==> config.mk <==
export PLATFORM = sky130hd
export DESIGN_NAME = step_run_controller_flat
export DESIGN_NICKNAME = d
export VERILOG_FILES = /design/src/rtl/step_run_controller_if.sv /design/src/rtl/step_run_controller.sv /design/src/flat_wrapper.sv
export SDC_FILE = /design/constraint.sdc
export NUM_CORES = 1
export LEC_CHECK = 0
export CORE_MARGIN = 2
export CORE_UTILIZATION = 30
export DETAILED_ROUTE_END_ITERATION = 7
export GPL_ROUTABILITY_DRIVEN = 1
export SLEW_MARGIN = 20
export SYNTH_ARGS = -nofsm -noshare
export SYNTH_HDL_FRONTEND = slang
export SYNTH_SLANG_ARGS = --single-unit
==> constraint.sdc <==
create_clock -name i_oszClk -period 2.2 [get_ports i_oszClk]
set_input_delay 0.44 -clock i_oszClk [delete_from_list [all_inputs] [get_ports i_oszClk]]
set_output_delay 0.44 -clock i_oszClk [all_outputs]
set_load 0.02 [all_outputs]
==> src/rtl/step_run_controller_if.sv <==
// CPU-side signals of the run/step controller: PC and fetch marker in,
// clock enable and status out.
`timescale 1ns/1ps
interface step_run_controller_if #(
    parameter int ADDR_WIDTH = 16
);
    logic [ADDR_WIDTH-1:0] i_pc;
    logic                  i_instrStart;
    logic                  o_cpuClkEn;
    logic                  o_halted;
    logic                  o_bpHit;
    logic [15:0]           o_cycleCount;

    modport master (
        output i_pc, i_instrStart,
        input  o_cpuClkEn, o_halted, o_bpHit, o_cycleCount
    );

    modport slave (
        input  i_pc, i_instrStart,
        output o_cpuClkEn, o_halted, o_bpHit, o_cycleCount
    );
endinterface

==> src/rtl/step_run_controller.sv <==
// Run / single-cycle / single-instruction / breakpoint sequencer producing the CPU clock enable.
// Breakpoint compare and hit latch are built only when STEP_CTRL_BREAKPOINT_EN is defined.
`timescale 1ns/1ps
module step_run_controller #(
    parameter int DEBOUNCE_CYCLES = 50000,
    parameter int ADDR_WIDTH      = 16
) (
    input  logic                  i_oszClk,
    input  logic                  i_reset,
    input  logic                  i_btnStep,
    input  logic                  i_swInstrNCycle,
    input  logic                  i_swStepNRun,
    input  logic                  i_swEnableBreakpoint,
    input  logic [ADDR_WIDTH-1:0] i_breakpointAddress,
    step_run_controller_if.slave  cpu_if
);
    localparam int CW = (DEBOUNCE_CYCLES > 1) ? $clog2(DEBOUNCE_CYCLES) : 1;
    localparam logic [CW-1:0] DB_LAST = CW'(DEBOUNCE_CYCLES - 1);

    typedef enum logic [1:0] {
        S_HALT,
        S_STEP_CYCLE,
        S_STEP_INSTR,
        S_RUN
    } state_t;

    state_t          state_q, state_d;
    logic [3:0]      meta_q, sync_q;
    logic [1:0]      fill_q;
    logic [CW-1:0]   dbCnt_q, dbCnt_d;
    logic            dbLevel_q, dbLevel_d;
    logic            first_q, first_d;
    logic            bpHit_q, bpHit_d;
    logic            halted_q;
    logic [15:0]     cycleCnt_q;
    logic            stepReq, cpuClkEn, bpMatch;
    logic            btn_s, instrNCycle_s, stepNRun_s, bpEn_s, syncValid;

    assign btn_s         = sync_q[3];
    assign instrNCycle_s = sync_q[2];
    assign stepNRun_s    = sync_q[1];
    assign bpEn_s        = sync_q[0];
    // Synchronisers restart at 0 (= "run"); hold off run entry until real switch levels arrive.
    assign syncValid     = fill_q[1];

`ifdef STEP_CTRL_BREAKPOINT_EN
    assign bpMatch = bpEn_s & cpu_if.i_instrStart & (cpu_if.i_pc == i_breakpointAddress);
`else
    logic unused_bp;
    assign bpMatch   = 1'b0;
    assign unused_bp = ^{bpEn_s, i_breakpointAddress, cpu_if.i_pc};
`endif

    always_comb begin
        dbCnt_d   = dbCnt_q;
        dbLevel_d = dbLevel_q;
        if (btn_s == dbLevel_q) begin
            dbCnt_d = '0;
        end else if (dbCnt_q == DB_LAST) begin
            dbCnt_d   = '0;
            dbLevel_d = btn_s;
        end else begin
            dbCnt_d = dbCnt_q + CW'(1);
        end
    end

    assign stepReq = dbLevel_d & ~dbLevel_q;

    always_comb begin
        state_d  = state_q;
        first_d  = 1'b0;
        cpuClkEn = 1'b0;
        bpHit_d  = bpHit_q;
        case (state_q)
            S_HALT: begin
                if (stepReq) begin
                    if (instrNCycle_s) begin
                        state_d = S_STEP_INSTR;
                        first_d = 1'b1;
                    end else begin
                        state_d = S_STEP_CYCLE;
                    end
                end else if (syncValid && !stepNRun_s && !bpHit_q) begin
                    state_d = S_RUN;
                end
            end
            S_STEP_CYCLE: begin
                cpuClkEn = 1'b1;
                state_d  = S_HALT;
            end
            S_STEP_INSTR: begin
                if (first_q) begin
                    cpuClkEn = 1'b1;
                end else if (cpu_if.i_instrStart) begin
                    state_d = S_HALT;
                end else begin
                    cpuClkEn = 1'b1;
                end
            end
            S_RUN: begin
                if (bpMatch) begin
                    state_d = S_HALT;
                end else begin
                    cpuClkEn = 1'b1;
                    if (stepNRun_s) state_d = S_HALT;
                end
            end
            default: state_d = S_HALT;
        endcase
        if (stepReq || stepNRun_s) bpHit_d = 1'b0;
        if (state_q == S_RUN && bpMatch) bpHit_d = 1'b1;
    end

    always_ff @(posedge i_oszClk or posedge i_reset) begin
        if (i_reset) begin
            meta_q     <= '0;
            sync_q     <= '0;
            fill_q     <= '0;
            dbCnt_q    <= '0;
            dbLevel_q  <= 1'b0;
            state_q    <= S_HALT;
            first_q    <= 1'b0;
            bpHit_q    <= 1'b0;
            halted_q   <= 1'b1;
            cycleCnt_q <= '0;
        end else begin
            meta_q     <= {i_btnStep, i_swInstrNCycle, i_swStepNRun, i_swEnableBreakpoint};
            sync_q     <= meta_q;
            fill_q     <= {fill_q[0], 1'b1};
            dbCnt_q    <= dbCnt_d;
            dbLevel_q  <= dbLevel_d;
            state_q    <= state_d;
            first_q    <= first_d;
            bpHit_q    <= bpHit_d;
            halted_q   <= (state_d == S_HALT);
            cycleCnt_q <= cycleCnt_q + {15'd0, cpuClkEn};
        end
    end

    assign cpu_if.o_cpuClkEn   = cpuClkEn;
    assign cpu_if.o_halted     = halted_q;
    assign cpu_if.o_bpHit      = bpHit_q;
    assign cpu_if.o_cycleCount = cycleCnt_q;
endmodule

==> src/flat_wrapper.sv <==
// flat-port wrapper written by rule: the top's interface ports become plain ports
module step_run_controller_flat 
#(
    parameter int DEBOUNCE_CYCLES = 50000,
    parameter int ADDR_WIDTH      = 16
)
  (i_oszClk, i_reset, i_btnStep, i_swInstrNCycle, i_swStepNRun, i_swEnableBreakpoint, i_breakpointAddress, cpu_if_i_pc, cpu_if_i_instrStart, cpu_if_o_cpuClkEn, cpu_if_o_halted, cpu_if_o_bpHit, cpu_if_o_cycleCount);
  step_run_controller_if #(.ADDR_WIDTH(ADDR_WIDTH)) cpu_if_i ();
  input  logic i_oszClk;
  input  logic i_reset;
  input  logic i_btnStep;
  input  logic i_swInstrNCycle;
  input  logic i_swStepNRun;
  input  logic i_swEnableBreakpoint;
  input  logic [ADDR_WIDTH-1:0] i_breakpointAddress;
  input wire logic [$bits(cpu_if_i.i_pc)-1:0] cpu_if_i_pc;
  input wire logic [$bits(cpu_if_i.i_instrStart)-1:0] cpu_if_i_instrStart;
  output wire logic [$bits(cpu_if_i.o_cpuClkEn)-1:0] cpu_if_o_cpuClkEn;
  output wire logic [$bits(cpu_if_i.o_halted)-1:0] cpu_if_o_halted;
  output wire logic [$bits(cpu_if_i.o_bpHit)-1:0] cpu_if_o_bpHit;
  output wire logic [$bits(cpu_if_i.o_cycleCount)-1:0] cpu_if_o_cycleCount;
  assign cpu_if_i.i_pc = cpu_if_i_pc;
  assign cpu_if_i.i_instrStart = cpu_if_i_instrStart;
  assign cpu_if_o_cpuClkEn = cpu_if_i.o_cpuClkEn;
  assign cpu_if_o_halted = cpu_if_i.o_halted;
  assign cpu_if_o_bpHit = cpu_if_i.o_bpHit;
  assign cpu_if_o_cycleCount = cpu_if_i.o_cycleCount;
  step_run_controller #(.DEBOUNCE_CYCLES(DEBOUNCE_CYCLES), .ADDR_WIDTH(ADDR_WIDTH)) u_core (.i_oszClk(i_oszClk), .i_reset(i_reset), .i_btnStep(i_btnStep), .i_swInstrNCycle(i_swInstrNCycle), .i_swStepNRun(i_swStepNRun), .i_swEnableBreakpoint(i_swEnableBreakpoint), .i_breakpointAddress(i_breakpointAddress), .cpu_if(cpu_if_i));
endmodule
==> flow_summary.toml, run 1 <==
[status]
status = "finished clean"

[sta]
layout_min_cycle_time_ns = 2.056
finalMaxSlewViolations = 0
tns_ns = 0
rsz0062_at_grt = "false"
hold_slack_ns = 0.3509
setup_violations = 0
slew_headroom_pct = 64.24
max_freq_ghz = 0.4864
period_share_pct = 93.46
hold_viol = 0
worst_slew_pin_slew_ns = 0.5356
fin_worst_skew_ns = 0.008619

[min_path]
hold_end = "u_core.sync_q[2]$_DFF_PP0_"
worstHoldPathType = "flop to flop"
holdPathStages = 0
min-delay-start = "u_core.meta_q[2]$_DFF_PP0_"

[setup_path]
worstPathRequired_ns = 2.37
r2r_start = "u_core.dbCnt_q[5]$_DFF_PP0_"
arrival_ns = 2.23
ff2ff_path_depth = 4
crit_fanout = 5
endpoint_kind = "flop"
critPathKind = "flop to flop"
worst-r2r-setup-slack_ns = 0.14
crit-reg2reg-capture = "u_core.state_q[0]$_DFF_PP0_"
start_kind = "flop"

[floorplan]
ios = 58
die_h_um = 85.44
num_rows = 29
fp.dieW_um = 85.44
start_util_pct = 31.15
die_area_um2 = 7299
core_area_um2 = 6386

[place]
gp_congestion = 0.7374
portBuffers = 23
dp_hpwl_um = 2577

[detailed_routing]
routed_wl_um = 3517
drt-wirelength-per-cell_um = 12.13
drc = 0
drtIter0Drc = 57
vias_per_cell = 4.655
detail-route-antenna-nets = 0
dr.pass1.iters = 4
via_count = 1350

[cells_and_area]
drive_gt1_share_pct = 11.74
syn_to_final_growth_pct = 22.64
final_common_cell = "dfrtp_1"
fin_nets = 255
mostFrequentLayoutCells = "44 x dfrtp_1, 22 x clkdlybuf4s50_1, 18 x nor2_1, 17 x xnor2_1, 14 x nand2_1"
n_antenna_cell = 0

[logic_synthesis]
ys_types = 34
ys_seq_elements = 45
syn_nets = 220
ys.warnings.count = 0
avgSynthCellArea_um2 = 11.24
syn_area_um2 = 1989
synth-seq-area-share_pct = 56.67
syn_inst = 177
synth_top_area_cell = "dfrtp_1"
synth_area_leaders = "dfrtp_1 55%, xnor2_1 7.5%, xor2_1 4.8%"
yosysTopAreaCellShare_pct = 55.35

[clock_network]
clk_pin_slew_ns = 0.08
clock-root-buffer = "clkbuf_8"
cts-buffers-inserted = 5
clock_path_buffers = 2
cts_hold_buf = 0
cts_num_sinks = 45
post_cts_buffers = 0
cts_resized = 0
ctsHtreeMaxLevel = 2
clock_latency_ns = 0.29
cts_tree = "built"

[global_routing]
grt_pass1_vias = 1324
gr-total-overflow = 0
antenna_found_initial = 0
grtUsageTotal_pct = 10.34
grt_max_degree = 27
grt_pass1_wl_um = 6078

[power]
leakage_nw = 1.056
power.density_nw_per_um2 = 752.5
ir_drop_v = 0.0003894

[job]
drv_cap = 0
[critical path, stage by stage, from the launching register on]
cell      delay, ns
dfrtp_1        0.43
or4b_2         0.71
or4_4          0.49
o21bai_1       0.21
o211ai_1       0.11
[power breakdown]
part           internal (mW)  switching, mW  total, mW  leakage [nW]
sequential             0.905         0.0864      0.992         0.592
clock                  0.224          0.272      0.496        0.0374
combinational          0.175          0.173      0.349         0.426
total                   1.30          0.532       1.84          1.06
[metrics by stage]
step	setup slack [ns]	instance area (um2)	utilization (%)	total power [mW]	cells
final	0.1440	2440	38.21	1.836	290
after global routing	0.08226	2440	38.21	1.941	290
after CTS	0.02386	2437	38.17	1.875	290
after detailed placement	0.03000	2350	36.79	1.367	282
after global placement	0.02109	2350	36.79	1.361	282
after floorplan	0.2374	1989	-	1.179	177
[Yosys cell counts]
library cell  count
o211a_1           1
dfrtp_1          44
nand4b_1          1
and4_1            1
o211ai_1          2
and2_1            2
nand2_1          14
o21bai_1          1
or4_4             1
nor4_1            7
buf_4             1
ha_1              4
buf_6             1
nand2_4           1
nand3_1          11
nand4_1          10
xnor2_1          17
conb_1            2
xor2_1           11
nand2b_1          2
and3_2            2
or4b_1            1
or4_1             1
o31ai_1           1
nor2_1           18
mux2_4            1
a21o_1            1
a21oi_1           1
dfstp_2           1
or2_2             1
inv_1             4
nor3_1            6
or4b_2            3
and3_1            2
[worst max-delay path by stage]
stage,to,slack [ns],start
floorplan,u_core.dbLevel_q$_DFF_PP0_,0.24,u_core.dbCnt_q[5]$_DFF_PP0_
global placement,cpu_if_o_cpuClkEn,0.02,cpu_if_i_instrStart
detailed placement,cpu_if_o_cpuClkEn,0.03,cpu_if_i_instrStart
CTS,cpu_if_o_cpuClkEn,0.02,cpu_if_i_instrStart
global route,u_core.state_q[0]$_DFF_PP0_,0.08,u_core.dbCnt_q[5]$_DFF_PP0_
finish,u_core.state_q[0]$_DFF_PP0_,0.14,u_core.dbCnt_q[5]$_DFF_PP0_
[state kept, by name (all words and copies together) (netlist names)]
| signal | cells |
|---|---|
| u_core.cpu_if.o_cycleCount | 16 |
| u_core.cpu_if.o_halted | 1 |
| u_core.dbCnt_q | 16 |
| u_core.dbLevel_q | 1 |
| u_core.fill_q | 2 |
| u_core.first_q | 1 |
| u_core.meta_q | 3 |
| u_core.state_q | 2 |
| u_core.sync_q | 3 |
[routing by layer]
layer  track usage (%)  wire (um)  vias up
li1                  -          -      683
met1             14.31       1757      648
met2             16.05       1615       14
met3             1.751         77        5
met4             4.329         66        0
met5                 0          0        -
[layout make-up]
cell class              count  area [um2]
clock buffers               6       72.57
clock inverters             2       15.01
fillers                   642        3946
inverters                   4       15.01
multi-input cells         126       828.3
flip-flops and latches     45        1127
well taps                  77       96.34
repair buffers             30       285.3
[kinds of logic (layout without fill, tap and decap cells)]
family                   after synthesis  count (layout)  synth area share [%]
AO/OA/AOI/OAI                          7               7                 2.641
XOR/XNOR                              28              28                 12.33
adder cells (fa/ha/maj)                4               4                 2.516
buffers and inverters                  6              42                 1.698
flip-flops                            45              45                 56.67
multiplexers                           1               1                0.7545
other                                  2               2                0.3775
AND/OR/NAND/NOR                       84              84                 23.02
No activity file was read; power rests on OpenSTA's default activity.
==> run 2, diff against run 1 <==
- CORE_UTILIZATION: 30 -> 47
- PLACE_DENSITY: unset -> 0.79
- clock period: 2.2 -> 1.9 ns (I/O delays scaled with it)
==> run 2 against run 1 <==
The run now ends with negative setup slack left. Critical endpoint is now u_core.dbLevel_q$_DFF_PP0_. Critical path depth fell by 1. Maximum frequency rose by 5.2%. Power rose by 31%. Highest routed layer unchanged. Wire length rose by 5.8%. Setup slack got worse by 0.20 ns.
==> flow_summary.toml, run 2 (synthesis gave the netlist of run 1 again) <==
[sta]
rsz0062_at_grt = "true"
hold_slack_ns = 0.3503
hold_viol = 0
worst_slack_ns = -0.05359
finalMaxSlewViolations = 0
worst_slew_pin_slew_ns = 0.5778
max_freq_ghz = 0.5119
setup_violations = 4
period_share_pct = 102.8
layout_min_cycle_time_ns = 1.954
fin_worst_skew_ns = 0.01450
slew_headroom_pct = 61.24

[setup_path]
arrival_ns = 2.15
crit-reg2reg-capture = "u_core.dbLevel_q$_DFF_PP0_"
worst-r2r-setup-slack_ns = -0.05
endpoint_kind = "flop"
cp_slowest_cell = "or4_4"
startpoint = "u_core.dbCnt_q[11]$_DFF_PP0_"
crit_chain = "or4b_4 > or4_4 > mux2_4"
crit_fanout = 5
max_stage_delay_ns = 0.61
r2r_start = "u_core.dbCnt_q[11]$_DFF_PP0_"
ff2ff_path_depth = 3
start_kind = "flop"
worstPathRequired_ns = 2.10
critPathKind = "flop to flop"

[floorplan]
ios = 58
die_area_um2 = 4769
core_area_um2 = 4029
start_util_pct = 49.38
num_rows = 23
die_h_um = 69.06
fp.dieW_um = 69.06

[power]
leakage_nw = 1.119
ir_drop_v = 0.0007084
power.density_nw_per_um2 = 949.6
p_total_mw = 2.400

[detailed_routing]
dr.pass1.iters = 5
routed_wl_um = 3720
via_count = 1454
detail-route-antenna-nets = 0
drc = 0
drt-wirelength-per-cell_um = 13.78
drtIter0Drc = 59
vias_per_cell = 5.385

[min_path]
min-delay-start = "u_core.meta_q[3]$_DFF_PP0_"
worstHoldPathType = "flop to flop"
holdPathStages = 0
hold_end = "u_core.sync_q[3]$_DFF_PP0_"

[cells_and_area]
final_core_util_pct = 62.73
syn_to_final_growth_pct = 27.04
drive_gt1_share_pct = 16.36
n_antenna_cell = 0
fin_nets = 262
mostFrequentLayoutCells = "44 x dfrtp_1, 22 x clkdlybuf4s50_1, 17 x xnor2_1, 17 x nor2_1"
finalNonFillerCells = 270
nFillCells = 324
final_common_cell = "dfrtp_1"

[clock_network]
clock-root-buffer = "clkbuf_8"
clock_latency_ns = 0.30
post_cts_buffers = 0
cts_tree = "built"
clk_pin_slew_ns = 0.09
cts_hold_buf = 0
cts-buffers-inserted = 5
ctsHtreeMaxLevel = 2
cts_num_sinks = 45
clock_path_buffers = 2

[status]
status = "complete, but fails checks"
violations = "negative setup slack"

[global_routing]
grt_pass1_vias = 1432
grt_pass1_wl_um = 6582
grtUsageTotal_pct = 17.28
gr-total-overflow = 0
grt_max_degree = 18
antenna_found_initial = 0

[job]
drv_cap = 0

[place]
portBuffers = 23
place_inst = 262
gp_congestion = 0.8013
place_ws_ns = -0.2154
dp_hpwl_um = 2677
[run 2: worst max-delay path by stage]
stage                                               endpoint  slack (ns)
global placement    u_core.cpu_if.o_cycleCount[12]$_DFF_PP0_       -0.19
detailed placement  u_core.cpu_if.o_cycleCount[10]$_DFF_PP0_       -0.22
CTS                              u_core.state_q[0]$_DFF_PP0_       -0.06
global route                      u_core.dbLevel_q$_DFF_PP0_       -0.08
floorplan                         u_core.dbLevel_q$_DFF_PP0_       -0.04
finish                            u_core.dbLevel_q$_DFF_PP0_       -0.05
[run 2: per-layer routing]
metal  vias up  GRT usage (%)  part of all wire, %
li1        697              -                    -
met1       722          23.14                   45
met2        29          26.71                   50
met3         6          3.947                  3.1
met4         0          8.061                  1.9
met5         -              0                    0
[run 2: critical path, delay by kind of cell (launching register included)]
kind / cells / cell delay, ns
simple gates: 2 / 1.16
flops: 1 / 0.38
mux: 1 / 0.32
[run 2: what timing repair did]
item,CTS,global route
resized for setup,2,4
pin swaps,2,2
setup endpoints to repair,18,21
[run 2: stage by stage]
stage	area [um2]	setup TNS (ns)
2_1_floorplan	1993	-0.03964
3_3_place_gp	2372	-1.576
3_5_place_dp	2372	-1.783
4_1_cts	2509	-0.1532
5_1_grt	2527	-0.9907
6_report	2527	-0.06087
[run 2: power breakdown]
group,internal [mW],switching [mW]
registers,1.05,0.103
clock network,0.522,0.320
logic,0.203,0.203
[run 2: final cells by class]
class / instances / area (um2) / share of cell area [%]
clock inverters: 3 / 65.06 / 2.574
inverters: 4 / 15.01 / 0.5941
flip-flops and latches: 45 / 1127 / 44.60
well taps: 50 / 62.56 / 2.475
multi-input cells: 126 / 854.6 / 33.81
clock buffers: 5 / 68.82 / 2.723
repair buffers: 37 / 334.1 / 13.22
==> run 3, diff against run 2 <==
--- a/constraint.sdc
+++ b/constraint.sdc
@@ -3,2 +3,2 @@
 set_output_delay 0.38 -clock i_oszClk [all_outputs]
-set_load 0.02 [all_outputs]
+set_load 0.005 [all_outputs]
==> results of run 3 <==
The final DEF is identical to that of run 2. Status: complete, but fails checks: negative setup slack.
Main changes from that run: total power 2.400 mW -> 2.315 mW
